===== src/rtl/watch_disp_scan.sv =====
// Six-digit multiplexed 7-segment scanner for the stopwatch display.
// Each frame is taken from one snapshot of the packed BCD display buffer.
// On top of plain decoding it adds leading-zero blanking, a blink mode
// and a dash for non-decimal nibbles.
// All outputs are registered. They are computed from the next-state values,
// so the digit on the pins always matches the idx register in the same cycle.
module watch_disp_scan #(
  parameter int DWELL       = 2,
  parameter int BLINK_HALF  = 250,
  parameter int LZ_LOW      = 4,
  parameter int SEG_ACT_LOW = 1,
  parameter int AN_ACT_LOW  = 1
) (
  input  logic        clk_1Khz,
  input  logic        rst,
  input  logic [23:0] dispbuf,
  input  logic        blank_lz,
  input  logic        blink,
  input  logic [5:0]  dp_mask,
  output logic [6:0]  seg,
  output logic        dp,
  output logic [5:0]  an
);

  localparam int DW = (DWELL > 1) ? $clog2(DWELL) : 1;
  localparam int BW = (BLINK_HALF > 1) ? $clog2(BLINK_HALF) : 1;
  localparam logic [DW-1:0] DWELL_LAST = DW'(DWELL - 1);
  localparam logic [BW-1:0] BLINK_LAST = BW'(BLINK_HALF - 1);

  // Inactive output levels in the configured polarity.
  localparam logic [6:0] SEG_OFF = (SEG_ACT_LOW != 0) ? 7'h7F : 7'h00;
  localparam logic       DP_OFF  = (SEG_ACT_LOW != 0) ? 1'b1 : 1'b0;
  localparam logic [5:0] AN_OFF  = (AN_ACT_LOW != 0) ? 6'h3F : 6'h00;

  // Scan, snapshot and blink state.
  logic [2:0]    idx, nxt_idx;
  logic [DW-1:0] dwell, nxt_dwell;
  logic [23:0]   snap, nxt_snap;
  logic [BW-1:0] blink_cnt, nxt_blink_cnt;
  logic          blink_ph, nxt_blink_ph;

  // Active-high intermediate values for the next cycle's display.
  logic [3:0] cur_nib;
  logic [5:0] zero_run;
  logic       run;
  logic       blank_hit;
  logic       blink_off;
  logic [6:0] seg_lit;
  logic       dp_lit;
  logic [5:0] an_sel;

  // Segment pattern (bit0=a .. bit6=g, 1 = lit). Nibbles A-F show a dash.
  function automatic logic [6:0] seg_decode(input logic [3:0] nib);
    case (nib)
      4'd0:    seg_decode = 7'b0111111;
      4'd1:    seg_decode = 7'b0000110;
      4'd2:    seg_decode = 7'b1011011;
      4'd3:    seg_decode = 7'b1001111;
      4'd4:    seg_decode = 7'b1100110;
      4'd5:    seg_decode = 7'b1101101;
      4'd6:    seg_decode = 7'b1111101;
      4'd7:    seg_decode = 7'b0000111;
      4'd8:    seg_decode = 7'b1111111;
      4'd9:    seg_decode = 7'b1101111;
      default: seg_decode = 7'b1000000;
    endcase
  endfunction

  // Next-state logic. Scan position and blink timer advance every cycle;
  // the buffer is captured only when the scan wraps to digit 0.
  always_comb begin
    nxt_dwell     = dwell + 1'b1;
    nxt_idx       = idx;
    nxt_snap      = snap;
    nxt_blink_cnt = blink_cnt + 1'b1;
    nxt_blink_ph  = blink_ph;
    if (dwell == DWELL_LAST) begin
      nxt_dwell = '0;
      if (idx == 3'd5) begin
        nxt_idx  = 3'd0;
        nxt_snap = dispbuf;
      end else begin
        nxt_idx = idx + 3'd1;
      end
    end
    if (blink_cnt == BLINK_LAST) begin
      nxt_blink_cnt = '0;
      nxt_blink_ph  = ~blink_ph;
    end
  end

  // Display decode for the digit that will be selected next cycle.
  // Priority for seg: blink-off, then leading-zero blank, then decode.
  always_comb begin
    cur_nib = 4'h0;
    case (nxt_idx)
      3'd0:    cur_nib = nxt_snap[3:0];
      3'd1:    cur_nib = nxt_snap[7:4];
      3'd2:    cur_nib = nxt_snap[11:8];
      3'd3:    cur_nib = nxt_snap[15:12];
      3'd4:    cur_nib = nxt_snap[19:16];
      3'd5:    cur_nib = nxt_snap[23:20];
      default: cur_nib = 4'h0;
    endcase
    // zero_run[k]: nibble k and every nibble above it are zero.
    zero_run = '0;
    run      = 1'b1;
    for (int k = 5; k >= 0; k--) begin
      run         = run & (nxt_snap[4*k +: 4] == 4'h0);
      zero_run[k] = run;
    end
    blank_hit = blank_lz && (nxt_idx >= 3'(LZ_LOW)) && (nxt_idx <= 3'd5) && zero_run[nxt_idx];
    blink_off = blink && !nxt_blink_ph;
    if (blink_off || blank_hit) seg_lit = 7'b0000000;
    else                        seg_lit = seg_decode(cur_nib);
    dp_lit = !blink_off && (nxt_idx <= 3'd5) && dp_mask[nxt_idx];
    an_sel = 6'b000001 << nxt_idx;
  end

  // State and output registers; reset forces every output inactive.
  always_ff @(posedge clk_1Khz) begin
    if (rst) begin
      idx       <= 3'd0;
      dwell     <= '0;
      snap      <= '0;
      blink_cnt <= '0;
      blink_ph  <= 1'b1;
      seg       <= SEG_OFF;
      dp        <= DP_OFF;
      an        <= AN_OFF;
    end else begin
      idx       <= nxt_idx;
      dwell     <= nxt_dwell;
      snap      <= nxt_snap;
      blink_cnt <= nxt_blink_cnt;
      blink_ph  <= nxt_blink_ph;
      seg       <= (SEG_ACT_LOW != 0) ? ~seg_lit : seg_lit;
      dp        <= (SEG_ACT_LOW != 0) ? ~dp_lit : dp_lit;
      an        <= (AN_ACT_LOW != 0) ? ~an_sel : an_sel;
    end
  end

endmodule


===== config.mk =====
export PLATFORM = sky130hd
export DESIGN_NAME = watch_disp_scan
export DESIGN_NICKNAME = d
export VERILOG_FILES = /design/src/rtl/watch_disp_scan.sv
export SDC_FILE = /design/constraint.sdc
export NUM_CORES = 1
export LEC_CHECK = 0
export ABC_CLOCK_PERIOD_IN_PS = 2800
export BUFFER_PORTS_ARGS = -buffer_cell sky130_fd_sc_hd__buf_2
export CAP_MARGIN = 25
export CELL_PAD_IN_SITES_DETAIL_PLACEMENT = 2
export CELL_PAD_IN_SITES_GLOBAL_PLACEMENT = 2
export CORE_ASPECT_RATIO = 0.7
export CORE_MARGIN = 3
export CORE_UTILIZATION = 33
export DETAILED_ROUTE_END_ITERATION = 12
export HOLD_SLACK_MARGIN = 0.02
export PLACE_DENSITY = 0.91
export SYNTH_ARGS = -nofsm -noshare
export SYNTH_HDL_FRONTEND = slang
export SYNTH_SLANG_ARGS = --single-unit

===== constraint.sdc =====
create_clock -name clk_1Khz -period 2.8 [get_ports clk_1Khz]
set_clock_uncertainty 0.2 [all_clocks]
set_input_delay 0.42 -clock clk_1Khz [delete_from_list [all_inputs] [get_ports clk_1Khz]]
set_output_delay 0.42 -clock clk_1Khz [all_outputs]
set_load 0.03 [all_outputs]

==> load_flow_metrics.sql <==
INSERT INTO impl_metrics (metric_group, metric, value, unit) VALUES
('place', 'place_worst_setup_slack', '242', 'ps'),
('clocking', 'cts.htree.levels', '2', ''),
('worst_setup_path', 'crit_arrival', '2530', 'ps'),
('cells_and_area', 'fillers', '858', ''),
('global_routing', 'grt_overflow', '0', ''),
('power', 'power.switching_fraction', '0.256', ''),
('clocking', 'tritoncts.num_buffers', '5', ''),
('cells_and_area', 'postLayoutCellArea', '0.00316', 'mm²'),
('synthesis', 'synthFlopType', 'sky130_fd_sc_hd__dfxtp_1', ''),
('power', 'sequentialPowerShare', '0.455', ''),
('cells_and_area', 'drive_above_1_share', '0.238', ''),
('worst_setup_path', 'timing.critical_path.required', '2770', 'ps'),
('drt', 'final_antenna_net_count', '0', ''),
('clocking', 'postCtsSetupRepairBufs', '0', ''),
('clocking', 'holdBufCountCts', '0', ''),
('timing', 'relSlewSlack', '0.386', ''),
('min_path', 'holdCritPathClass', 'in -> reg', ''),
('worst_setup_path', 'cp-start-kind', 'flop', ''),
('clocking', 'ctsResizeCount', '0', ''),
('worst_setup_path', 'rr_endpoint', 'seg[3]', ''),
('clocking', 'clock-sinks', '51', ''),
('drt', 'detailedRoute.firstPassIterationCount', '4', ''),
('drt', 'drt-initial-drc-count', '137', ''),
('floorplan', 'core_area', '0.00755', 'mm²'),
('synthesis', 'count_of_flip_flops_with_a_built_in_enable_after_synthesis', '0', ''),
('min_path', 'hold-path-cell-count', '3', ''),
('timing', 'tightestPinTransition', '913', 'ps'),
('timing', 'finalSetupViolCount', '0', ''),
('clocking', 'ctsRootBufferMaster', 'sky130_fd_sc_hd__clkbuf_16', ''),
('cells_and_area', 'areaGrowthSynthToFinish', '19.7', '%'),
('floorplan', 'placementRows', '26', ''),
('timing', 'grt_setup_unrepaired', 'no', ''),
('timing', 'final_hold_viol_count', '0', ''),
('cells_and_area', 'multiInputGateArea', '0.00146', 'mm²'),
('synthesis', 'mean_cell_area_of_the_mapped_netlist', '8.81', 'µm²'),
('synthesis', 'synth-seq-area-share', '0.386', ''),
('min_path', 'worstHoldEndpoint', 'snap[6]', ''),
('cells_and_area', 'regArea', '0.00102', 'mm²'),
('floorplan', 'floorplan.initialDensity', '0.350', ''),
('min_path', 'hp-start', 'dispbuf[6]', ''),
('place', 'routability_congestion', '0.912', ''),
('synthesis', 'syn_nets', '341', ''),
('drt', 'detail_route.wl_per_cell', '19.3', 'µm'),
('power', 'portion_of_total_power_attributed_to_combinational_logic', '0.111', ''),
('worst_setup_path', 'reg2reg_slack', '240', 'ps'),
('worst_setup_path', 'r2r_start', 'idx[2]', ''),
('worst_setup_path', 'worstSetupEndpointType', 'flop', ''),
('drt', 'route.detailed.drc', '0', ''),
('synthesis', 'postSynth.asyncResetShare', '0', ''),
('global_routing', 'grtUsageTotal', '0.196', ''),
('power', 'pwr-share-clk', '0.433', ''),
('clocking', 'tritoncts', 'built', ''),
('floorplan', 'die_area', '0.00913', 'mm²'),
('floorplan', 'chipHeight', '80.9', 'µm'),
('global_routing', 'wire_length_of_the_first_global_routing_pass', '14.0', 'mm'),
('power', 'power.leakage', '1.25', 'nW'),
('place', 'standard_cell_area_after_detailed_placement', '0.00299', 'mm²'),
('flow_run', 'max_cap_viol_count', '0', ''),
('outcome', 'status', 'completed', ''),
('power', 'pwrdens', '527', 'mW/mm²'),
('timing', 'final.setup.worst_slack', '235', 'ps'),
('timing', 'fin_crit_sh', '0.916', ''),
('global_routing', 'grt_start_max_net_pins', '31', ''),
('timing', 'max_clock_freq', '0.390', 'GHz'),
('timing', 'total_negative_slack_for_setup_checks', '0', 'ps'),
('place', 'io_buffer_count', '47', ''),
('cells_and_area', 'insertedDiodeCount', '0', ''),
('synthesis', 'synth_cell_type_count', '54', ''),
('worst_setup_path', 'worst-path-max-fanout', '11', ''),
('synthesis', 'synthesis.area', '0.00264', 'mm²'),
('cells_and_area', 'fin_nets', '389', '');
## power by group through the flow
stage	combinational (mW)	clock (mW)	sequential, mW
floorplan	0.103	0	0.791
global placement	0.180	0	0.773
detailed placement	0.185	0	0.775
CTS	0.187	0.734	0.759
global route	0.205	0.769	0.762
finish	0.186	0.722	0.758
## flip-flops by register name, summed over array words and instances, names as in the netlist
signal     cells
idx            3
dp             1
snap          24
dwell          1
seg            7
blink_ph       1
an             6
blink_cnt      8
## cell usage in the layout (no fill, tap or decap), drive strengths merged, types with 7 or more instances in the layout
| cell type | count |
|---|---|
| buf | 61 |
| ha | 7 |
| nand3 | 7 |
| mux2i | 30 |
| nor2 | 28 |
| o21ai | 11 |
| dfxtp | 51 |
| nand2 | 51 |
| a21oi | 26 |
| inv | 10 |
## routing by layer
metal / global-route usage / wire length, µm / up-vias
li1: - / - / 1142
met1: 0.260 / 4110 / 1183
met2: 0.335 / 4030 / 53
met3: 0.0350 / 388 / 8
met4: 0.0480 / 84 / 0
met5: 0 / 0 / -
## logic make-up after synthesis
kind of cell	after synthesis	share of synthesized area
mux	32	0.125
flops	51	0.386
xor+xnor	5	0.0194
fa+ha+maj	7	0.0331
simple gates	113	0.210
buf+inv	29	0.0611
compound gates	63	0.165
## Yosys cell counts, types with 3 or more instances
cell type                  number  share of area
sky130_fd_sc_hd__xor2_1         3         0.0099
sky130_fd_sc_hd__nand3_1        6          0.011
sky130_fd_sc_hd__inv_1          9          0.013
sky130_fd_sc_hd__o21ai_0        5         0.0095
sky130_fd_sc_hd__nand2b_1       5          0.012
sky130_fd_sc_hd__nor3_1         4         0.0076
sky130_fd_sc_hd__clkbuf_1       5         0.0071
sky130_fd_sc_hd__o31ai_1        3         0.0085
sky130_fd_sc_hd__a21oi_1       25          0.047
sky130_fd_sc_hd__nor2_1        28          0.040
sky130_fd_sc_hd__dfxtp_1       51           0.39
sky130_fd_sc_hd__o22ai_1        3         0.0071
sky130_fd_sc_hd__buf_2          6          0.011
sky130_fd_sc_hd__ha_1           7          0.033
sky130_fd_sc_hd__mux2i_1       28           0.11
sky130_fd_sc_hd__buf_6          5          0.021
sky130_fd_sc_hd__o21ai_1        6          0.011
sky130_fd_sc_hd__nand2_1       51          0.072
sky130_fd_sc_hd__o32ai_1        4          0.013
sky130_fd_sc_hd__or3_1          3         0.0071
## worst max-delay path, stage by stage (launching register included)
cell and delay (ps):
sky130_fd_sc_hd__dfxtp_1 570, sky130_fd_sc_hd__buf_12 180, sky130_fd_sc_hd__mux2i_1 220, sky130_fd_sc_hd__o22ai_1 140
sky130_fd_sc_hd__nor4_2 350, sky130_fd_sc_hd__buf_4 250, sky130_fd_sc_hd__nand2_1 100, sky130_fd_sc_hd__a21oi_2 290
sky130_fd_sc_hd__o21ai_1 140
## per-stage QoR
stage	power [mW]	utilization	instances
after floorplan	0.893	-	300
after global placement	0.953	0.396	439
after detailed placement	0.961	0.396	439
after CTS	1.68	0.419	447
after global routing	1.74	0.419	447
final	1.67	0.419	447
## final cells by class
cell class              instances  share of cell area
clock buffers                   5              0.0396
inverters                       9              0.0107
multi-input cells             220               0.462
well taps                      98              0.0388
repair buffers                 61               0.112
clock inverters                 3              0.0146
flip-flops and latches         51               0.323
## worst max path at each step
stage                      start  endpoint  slack (ps)  cells after the start
final                     idx[2]    seg[3]         240                      8
after global routing      idx[2]    seg[0]          70                      8
after CTS                  dwell    seg[3]         160                      8
after detailed placement   dwell    seg[3]         240                      8
after global placement     dwell    seg[5]         390                      8
after floorplan           idx[1]    seg[3]         550                     12
No activity file was read; power rests on OpenSTA's default activity.
